[config.mk]
export PLATFORM = sky130hd
export DESIGN_NAME = bram_port_arbiter
export DESIGN_NICKNAME = d
export VERILOG_FILES = /design/src/rtl/bram_port_arbiter_pkg.sv /design/src/rtl/bram_rd_tag_pipe.sv /design/src/rtl/bram_port_arbiter.sv
export SDC_FILE = /design/constraint.sdc
export NUM_CORES = 1
export LEC_CHECK = 0
export BUFFER_PORTS_ARGS = -buffer_cell sky130_fd_sc_hd__buf_2
export CAP_MARGIN = 5
export CORE_MARGIN = 5
export CORE_UTILIZATION = 35
export CTS_BUF_LIST = sky130_fd_sc_hd__clkbuf_4 sky130_fd_sc_hd__clkbuf_8
export DETAILED_ROUTE_END_ITERATION = 16
export GPL_TIMING_DRIVEN = 0
export HOLD_SLACK_MARGIN = 0.06
export SYNTH_ARGS = -nofsm -noshare
export SYNTH_HDL_FRONTEND = slang
export SYNTH_SLANG_ARGS = --single-unit
[constraint.sdc]
create_clock -name clk -period 3.95 [get_ports clk]
set_input_delay 0.5925 -clock clk [delete_from_list [all_inputs] [get_ports clk]]
set_output_delay 0.5925 -clock clk [all_outputs]
set_load 0.05 [all_outputs]
[src/rtl/bram_port_arbiter_pkg.sv]
// Shared definitions for the two-port BRAM arbiter: FSM encoding,
// default geometry and requester-id width.
package bram_port_arbiter_pkg;

  typedef enum logic {
    ARB   = 1'b0,
    CLEAR = 1'b1
  } state_e;

  localparam int          DEF_DATA_W = 32;
  localparam int          DEF_ADDR_W = 19;
  localparam logic [31:0] DEF_DEPTH  = 32'h5_0000;
  localparam int          ID_W       = 1;

endpackage

[src/rtl/bram_rd_tag_pipe.sv]
// Delay line carrying {valid, requester id} for each accepted read so the
// response can be steered to its owner when the RAM data emerges.
module bram_rd_tag_pipe
  import bram_port_arbiter_pkg::*;
#(
  parameter int RD_LAT = 2
) (
  input  logic            clk,
  input  logic            rst,
  input  logic            in_valid,
  input  logic [ID_W-1:0] in_id,
  output logic            out_valid,
  output logic [ID_W-1:0] out_id
);

  // One stage for the command register plus RD_LAT stages for the RAM.
  localparam int STAGES = RD_LAT + 1;

  logic [STAGES-1:0]           valid_q;
  logic [STAGES-1:0][ID_W-1:0] id_q;

  // Shift the read tags one stage per cycle; reset drops everything in flight.
  always_ff @(posedge clk or posedge rst) begin
    if (rst) begin
      valid_q <= '0;
      id_q    <= '0;
    end else begin
      valid_q[0] <= in_valid;
      id_q[0]    <= in_id;
      for (int i = 1; i < STAGES; i++) begin
        valid_q[i] <= valid_q[i-1];
        id_q[i]    <= id_q[i-1];
      end
    end
  end

  assign out_valid = valid_q[STAGES-1];
  assign out_id    = id_q[STAGES-1];

endmodule

[src/rtl/bram_port_arbiter.sv]
// Round-robin arbiter sharing one BRAM port between two requesters, with a
// built-in sweep that fills the whole RAM with a constant value.
module bram_port_arbiter
  import bram_port_arbiter_pkg::*;
#(
  parameter int          DATA_W = DEF_DATA_W,
  parameter int          ADDR_W = DEF_ADDR_W,
  parameter logic [31:0] DEPTH  = DEF_DEPTH,
  parameter int          RD_LAT = 2
) (
  input  logic              clk,
  input  logic              rst,
  input  logic              req0_valid,
  input  logic              req0_we,
  input  logic [ADDR_W-1:0] req0_addr,
  input  logic [DATA_W-1:0] req0_wdata,
  output logic              req0_ready,
  input  logic              req1_valid,
  input  logic              req1_we,
  input  logic [ADDR_W-1:0] req1_addr,
  input  logic [DATA_W-1:0] req1_wdata,
  output logic              req1_ready,
  output logic              rsp0_valid,
  output logic [DATA_W-1:0] rsp0_rdata,
  output logic              rsp1_valid,
  output logic [DATA_W-1:0] rsp1_rdata,
  input  logic              clear_start,
  input  logic [DATA_W-1:0] clear_data,
  output logic              clear_done,
  output logic              ram_en,
  output logic              ram_we,
  output logic [ADDR_W-1:0] ram_addr,
  output logic [DATA_W-1:0] ram_din,
  output logic              ram_regce,
  output logic              ram_rst,
  input  logic [DATA_W-1:0] ram_dout
);

  localparam logic [ADDR_W-1:0] LAST_ADDR = ADDR_W'(DEPTH - 32'd1);

  state_e            state_q, state_d;
  logic [ID_W-1:0]   prio_q, prio_d;
  logic [ADDR_W-1:0] cnt_q, cnt_d;
  logic [DATA_W-1:0] clr_data_q, clr_data_d;
  logic              en_q, en_d;
  logic              we_q, we_d;
  logic [ADDR_W-1:0] addr_q, addr_d;
  logic [DATA_W-1:0] din_q, din_d;
  logic              done_q, done_d;

  logic              gnt_valid;
  logic [ID_W-1:0]   gnt_id;
  logic              rd_push;
  logic              tag_valid;
  logic [ID_W-1:0]   tag_id;

  // Arbitration, clear sequencing and next RAM command.
  always_comb begin
    state_d    = state_q;
    prio_d     = prio_q;
    cnt_d      = cnt_q;
    clr_data_d = clr_data_q;
    en_d       = 1'b0;
    we_d       = 1'b0;
    addr_d     = addr_q;
    din_d      = din_q;
    done_d     = 1'b0;
    gnt_valid  = 1'b0;
    gnt_id     = '0;
    rd_push    = 1'b0;
    case (state_q)
      ARB: begin
        if (clear_start) begin
          // Clear wins over any request presented in the same cycle.
          state_d    = CLEAR;
          clr_data_d = clear_data;
          cnt_d      = '0;
        end else if (req0_valid && req1_valid) begin
          gnt_valid = 1'b1;
          gnt_id    = prio_q;
        end else if (req0_valid) begin
          gnt_valid = 1'b1;
          gnt_id    = ID_W'(0);
        end else if (req1_valid) begin
          gnt_valid = 1'b1;
          gnt_id    = ID_W'(1);
        end
        if (gnt_valid) begin
          prio_d  = ~gnt_id;
          en_d    = 1'b1;
          we_d    = (gnt_id == ID_W'(1)) ? req1_we    : req0_we;
          addr_d  = (gnt_id == ID_W'(1)) ? req1_addr  : req0_addr;
          din_d   = (gnt_id == ID_W'(1)) ? req1_wdata : req0_wdata;
          rd_push = !we_d;
        end
      end
      CLEAR: begin
        en_d   = 1'b1;
        we_d   = 1'b1;
        addr_d = cnt_q;
        din_d  = clr_data_q;
        if (cnt_q == LAST_ADDR) begin
          state_d = ARB;
          done_d  = 1'b1;
        end else begin
          cnt_d = cnt_q + ADDR_W'(1);
        end
      end
      default: state_d = ARB;
    endcase
  end

  // State, priority pointer, clear counter and registered RAM command.
  always_ff @(posedge clk or posedge rst) begin
    if (rst) begin
      state_q    <= ARB;
      prio_q     <= '0;
      cnt_q      <= '0;
      clr_data_q <= '0;
      en_q       <= 1'b0;
      we_q       <= 1'b0;
      addr_q     <= '0;
      din_q      <= '0;
      done_q     <= 1'b0;
    end else begin
      state_q    <= state_d;
      prio_q     <= prio_d;
      cnt_q      <= cnt_d;
      clr_data_q <= clr_data_d;
      en_q       <= en_d;
      we_q       <= we_d;
      addr_q     <= addr_d;
      din_q      <= din_d;
      done_q     <= done_d;
    end
  end

  bram_rd_tag_pipe #(
    .RD_LAT(RD_LAT)
  ) u_tag_pipe (
    .clk      (clk),
    .rst      (rst),
    .in_valid (rd_push),
    .in_id    (gnt_id),
    .out_valid(tag_valid),
    .out_id   (tag_id)
  );

  // Ready is combinational from the grant; forced low while reset is held.
  assign req0_ready = !rst && gnt_valid && (gnt_id == ID_W'(0));
  assign req1_ready = !rst && gnt_valid && (gnt_id == ID_W'(1));

  assign rsp0_valid = tag_valid && (tag_id == ID_W'(0));
  assign rsp1_valid = tag_valid && (tag_id == ID_W'(1));
  assign rsp0_rdata = rsp0_valid ? ram_dout : '0;
  assign rsp1_rdata = rsp1_valid ? ram_dout : '0;

  assign clear_done = done_q;
  assign ram_en     = en_q;
  assign ram_we     = we_q;
  assign ram_addr   = addr_q;
  assign ram_din    = din_q;
  assign ram_regce  = 1'b1;
  assign ram_rst    = rst;

endmodule

Word-level counts from Yosys, hierarchy flattened
Cells that the tools add are included.
Widths: inputs -> output; s select.
{"block": "totals", "reg_bits": 113, "input_bits": 173, "word_cells": 67}
{"block": "op_classes", "addsub": 1, "eq_ne": 4, "n_mux": 34, "bitwise": 4, "n_reduce_logical": 11}
{"op": "$mux 32", "n": 4}
{"op": "$mux 19", "n": 4}
{"op": "$pmux 19 s2", "n": 2}
{"op": "$pmux 32 s2", "n": 1}
{"op": "$mux 1", "n": 20}
{"op": "$add 19x1->19 const B", "n": 1}
{"op": "$eq 19x19->1 const B", "n": 1}
{"op": "$logic_and 1x1->1", "n": 6}
{"op": "$ne 2x2->1 const B", "n": 3}
{"op": "$pmux 1 s2", "n": 3}
{"op": "$reduce_and 2->1", "n": 3}
{"op": "$not 1->1", "n": 4}
{"op": "$logic_not 1->1", "n": 2}

Logic depth before layout (Yosys ltp)
{"block": "logic_depth", "depth_word": 9, "depth_mapped": 7}

Modules after synthesis
Synthesis repeated with hierarchy kept, for this count alone.
{"block": "hier_totals", "hier_cells": 588, "hier_area_um2": 5696.7}
{"module": "bram_port_arbiter", "n_inst": 1, "cells_per_inst": 581, "area_per_inst_um2": 5542.8, "seq_area_each_um2": 2677.6}
{"module": "bram_rd_tag_pipe", "n_inst": 1, "cells_per_inst": 7, "area_per_inst_um2": 153.9, "seq_area_each_um2": 150.1}

Worst setup path before layout
OpenSTA, ideal clock, no wires.
{"block": "synth_timing", "path_kind": "input-to-output", "from": "input req1_valid", "to": "output req1_ready", "arrival_time_ns": 2.362, "slack_ns": 0.996, "path_stages": 5, "path_buffers": 2, "path_cell_list": "a21boi_0 -> nand2b_1 -> buf_2 -> buf_2 -> nor3_1"}
{"block": "synth_via", "elab_chain_cells": 8}
{"element": "start, declared", "line": "bram_port_arbiter.sv:18", "text": "input logic req1_valid,"}
{"element": "$mux 1", "line": "bram_port_arbiter.sv:84", "text": "end else if (req1_valid) begin"}
{"element": "$mux 1", "line": "bram_port_arbiter.sv:81", "text": "end else if (req0_valid) begin"}
{"element": "$mux 1", "line": "bram_port_arbiter.sv:78", "text": "end else if (req0_valid && req1_valid) begin"}
{"element": "$mux 1", "line": "bram_port_arbiter.sv:73", "text": "if (clear_start) begin"}
{"element": "$mux 1 (2 in a row)", "line": "bram_port_arbiter.sv:71", "text": "case (state_q)"}
{"element": "$logic_and 1x1->1", "line": "bram_port_arbiter.sv:151", "text": "assign req1_ready = !rst && gnt_valid && (gnt_id == ID_W'(1));"}
{"element": "$logic_and 1x1->1 *", "line": "bram_port_arbiter.sv:151"}
{"element": "end, declared", "line": "bram_port_arbiter.sv:22", "text": "output logic req1_ready,"}
Mark *: on every way between the ends. The rest lies on a longest branch, timed or not. The select of a mux whose other input is x is not followed.

Worst setup path in the final report
{"block": "layout_timing", "from": "register state_q", "to": "output req0_ready"}
{"block": "layout_via", "elab_chain_cells": 3}
{"element": "start, declared", "line": "bram_port_arbiter.sv:41", "text": "state_e state_q, state_d;"}
{"element": "start signal, assigned", "line": "bram_port_arbiter.sv:126", "text": "state_q <= state_d;"}
{"element": "$mux 1", "line": "bram_port_arbiter.sv:71"}
{"element": "$logic_and 1x1->1 or $not 1->1 (tied branches)", "line": "bram_port_arbiter.sv:150", "text": "assign req0_ready = !rst && gnt_valid && (gnt_id == ID_W'(0));"}
{"element": "$logic_and 1x1->1 *", "line": "bram_port_arbiter.sv:150"}
{"element": "end, declared", "line": "bram_port_arbiter.sv:17", "text": "output logic req0_ready,"}
Mark *: on every way between the ends. The rest lies on a longest branch, timed or not.

==> run metrics <==
root buf cell clkbuf_8; CP arrival 2.59 ns; non-filler cells, final 1131; Synth Register Bits 113; worst-margin pin slew 0.920 ns; vias in the first global route 5701; Synthesis Warnings 0; DRT Pass-1 Iters 5; initial antenna violation count 2; cts hold-fix bufs 0; H-tree depth 4; filler instances 1551; Max Cap Viol 0; slew margin rel. 38.3%; Final Hold Viols 0; final worst slack 0.765 ns; Final Max Slew Viols 0; die area 18700 um^2; drt via density 4.96; Post-CTS Resized 0; Leak Pwr 0.00439 uW; most frequent cells in the layout buf_2 (301), nand2_1 (114), dfrtp_1 (113), mux2i_1 (54), o21ai_0 (52); Syn Inst Count 586; element type at the critical path end output port; dpl cells 1098; Routed WL per cell 18.0 um; clock latency at the later pin of the worst-skew pair 0.44 ns; crit-path max cell delay 0.43 ns; Net Count, Synth 760; total CTS buffers 17; Initial Util 35.5%; total number of vias 5605; chip width 137 um; largest net degree at the start of global routing 59; PD cells 458 nW/um^2; Core Box Area 15800 um^2; hpwl dp 15.9 mm; CP max FO 10; Total GRT Usage 21.6%; setup bufs post-CTS 0; Area Overhead vs Synth 39.3%; routability cong. 0.851; Port Buffers 295; # nets final 1075; Std-Cell Rows 46; share of post-route cells with drive strength above 1 37.4%; setup violators final 0; Req. time, crit path 3.36 ns; Total Power 3580 uW; DP Worst Slack 0.780 ns; FMAX 314 MHz; status complete, no violations; clock tree buffer depth 2; slowest stage cell on the critical path o21ai_1; Ports 297; most common cell after layout, fill and taps aside buf_2; distinct cell type count after synthesis 46; Final Cycle Share 80.6%; HP Class input port to asynchronous set/reset pin; CTS tree done; initial drt markers 297; sequential area share after synthesis 50.4%; RSZ-0062 raised after global routing no; GRT overflow 0; cells traversed along the worst timing path nor2_1 > o21ai_1 > clkbuf_1 > nor3_1 > buf_2; first-pass GRT wire length 30.7 mm; Routed Antenna Nets 0; Mapped Area 5620 um^2; Peak VDD IR 0.000207 V; Setup crit start kind flip-flop; syn_area_per_cell 9.58 um^2; Reg clk slew, reported paths 0.07 ns; height of the die 137 um; routed wire length 20.3 mm; kind of critical path flip-flop to output port; CTS Sinks 113; post-route DRC violation count 0; minimum clock period 3.18 ns; final clock skew 0.00955 ns
## synthesized netlist by cell type (all sizes together)
| library cell | count | share of area [%] |
|---|---|---|
| nand2 | 114 | 7.6 |
| dfrtp | 113 | 50 |
| mux2i | 54 | 9.6 |
| o21ai | 53 | 4.7 |
| a22oi | 50 | 6.7 |
| and2 | 37 | 4.2 |
| and3 | 35 | 3.9 |
| clkbuf | 33 | 2.2 |
| buf | 12 | 1.3 |
| nand3 | 12 | 1.1 |
| nor2 | 12 | 0.80 |
| a21oi | 8 | 0.71 |
| nor3 | 5 | 0.53 |
| o211ai | 5 | 0.67 |
| inv | 4 | 0.27 |
| nor2b | 4 | 0.45 |
| nand4 | 3 | 0.33 |
| o31ai | 3 | 0.40 |
| a211oi | 2 | 0.27 |
| a311oi | 2 | 0.31 |
| a41oi | 2 | 0.31 |
| nand2b | 2 | 0.22 |
| nor4 | 2 | 0.22 |
| o41ai | 2 | 0.31 |
| xnor2 | 2 | 0.31 |
| a21boi | 1 | 0.13 |
| a21o | 1 | 0.13 |
| a31oi | 1 | 0.11 |
| a32oi | 1 | 0.16 |
| and2b | 1 | 0.13 |
| and3b | 1 | 0.16 |
| and4 | 1 | 0.16 |
| conb | 1 | 0.067 |
| ha | 1 | 0.22 |
| mux2 | 1 | 0.20 |
| nor3b | 1 | 0.13 |
| o21bai | 1 | 0.13 |
| o2bb2ai | 1 | 0.16 |
| o311ai | 1 | 0.16 |
| or4 | 1 | 0.13 |
## critical path: cells and delay by family, from the launching register on
| kind | cells | cell delay [ns] |
|---|---|---|
| DFF | 1 | 0.39 |
| buffers and inverters | 2 | 0.69 |
| AOI/OAI and AO/OA | 1 | 0.43 |
| and+or+nand+nor | 2 | 0.62 |
## cells by family after synthesis
kind of cell / synth area share (%)
compound gates: 15.4
other cells: 0.0668
buf+inv: 3.81
simple gates: 20.0
fa+ha+maj: 0.223
mux: 9.83
xor+xnor: 0.312
flops: 50.4
## layer usage
metal  GRT usage, %  up-vias  share of wire (%)
met2           39.0      250                 51
met4           7.50        0                2.1
met1           24.4     2623                 38
met3           5.96       25                8.9
li1               -     2707                  -
met5              0        -                  0
## path summary, 6_finish.rpt
kind / to / cells past startpoint / startpoint / slack, ns
max in group asynchronous: ram_din[5]$_DFFE_PP0P_ / 3 / rst / 3.04
setup reg to reg: prio_q$_DFFE_PP0P_ / 5 / state_q$_DFF_PP0_ / 1.80
hold reg to reg: u_tag_pipe.id_q[1]$_DFF_PP0_ / 0 / u_tag_pipe.id_q[0]$_DFF_PP0_ / 0.35
min in group clk: clr_data_q[15]$_DFFE_PP0P_ / 3 / clear_data[15] / 0.34
hold / removal: ram_addr[12]$_DFFE_PP0P_ / 2 / rst / 0.24
setup / recovery: req0_ready / 5 / state_q$_DFF_PP0_ / 0.77
## power breakdown
group	total, uW	switching, uW	internal (uW)
clock network	1160	460	696
logic	921	618	303
registers	1500	153	1350
total	3580	1230	2350
## state kept, by name, indices dropped and copies added (netlist names)
signal / cells
clear_done: 1
state_q: 1
ram_we: 1
u_tag_pipe.out_id: 1
ram_addr: 19
clr_data_q: 32
cnt_q: 19
u_tag_pipe.valid_q: 3
ram_en: 1
ram_din: 32
u_tag_pipe.id_q: 2
prio_q: 1
## through the flow
step,TNS (ns),util (%),area (um^2),hold slack (ns)
floorplan,0,-,5620,0.331
global route,0,49.4,7820,0.277
finish,0,49.4,7820,0.242
global placement,-137.45,46.5,7360,0.340
detailed placement,0,46.7,7390,0.338
CTS,0,49.4,7820,0.242
## layout make-up
type	count	area, um^2	area share, %
diodes	1	2.50	0.0320
plain buffers	45	199	2.54
clock buffers	28	354	4.53
clock inverters	4	70.1	0.896
inverters	4	20.0	0.256
multi-input cells	424	2570	32.9
flip-flops and latches	113	2830	36.2
well taps	216	270	3.46
repair buffers	296	1500	19.2
(Power assumes the default switching activity.)
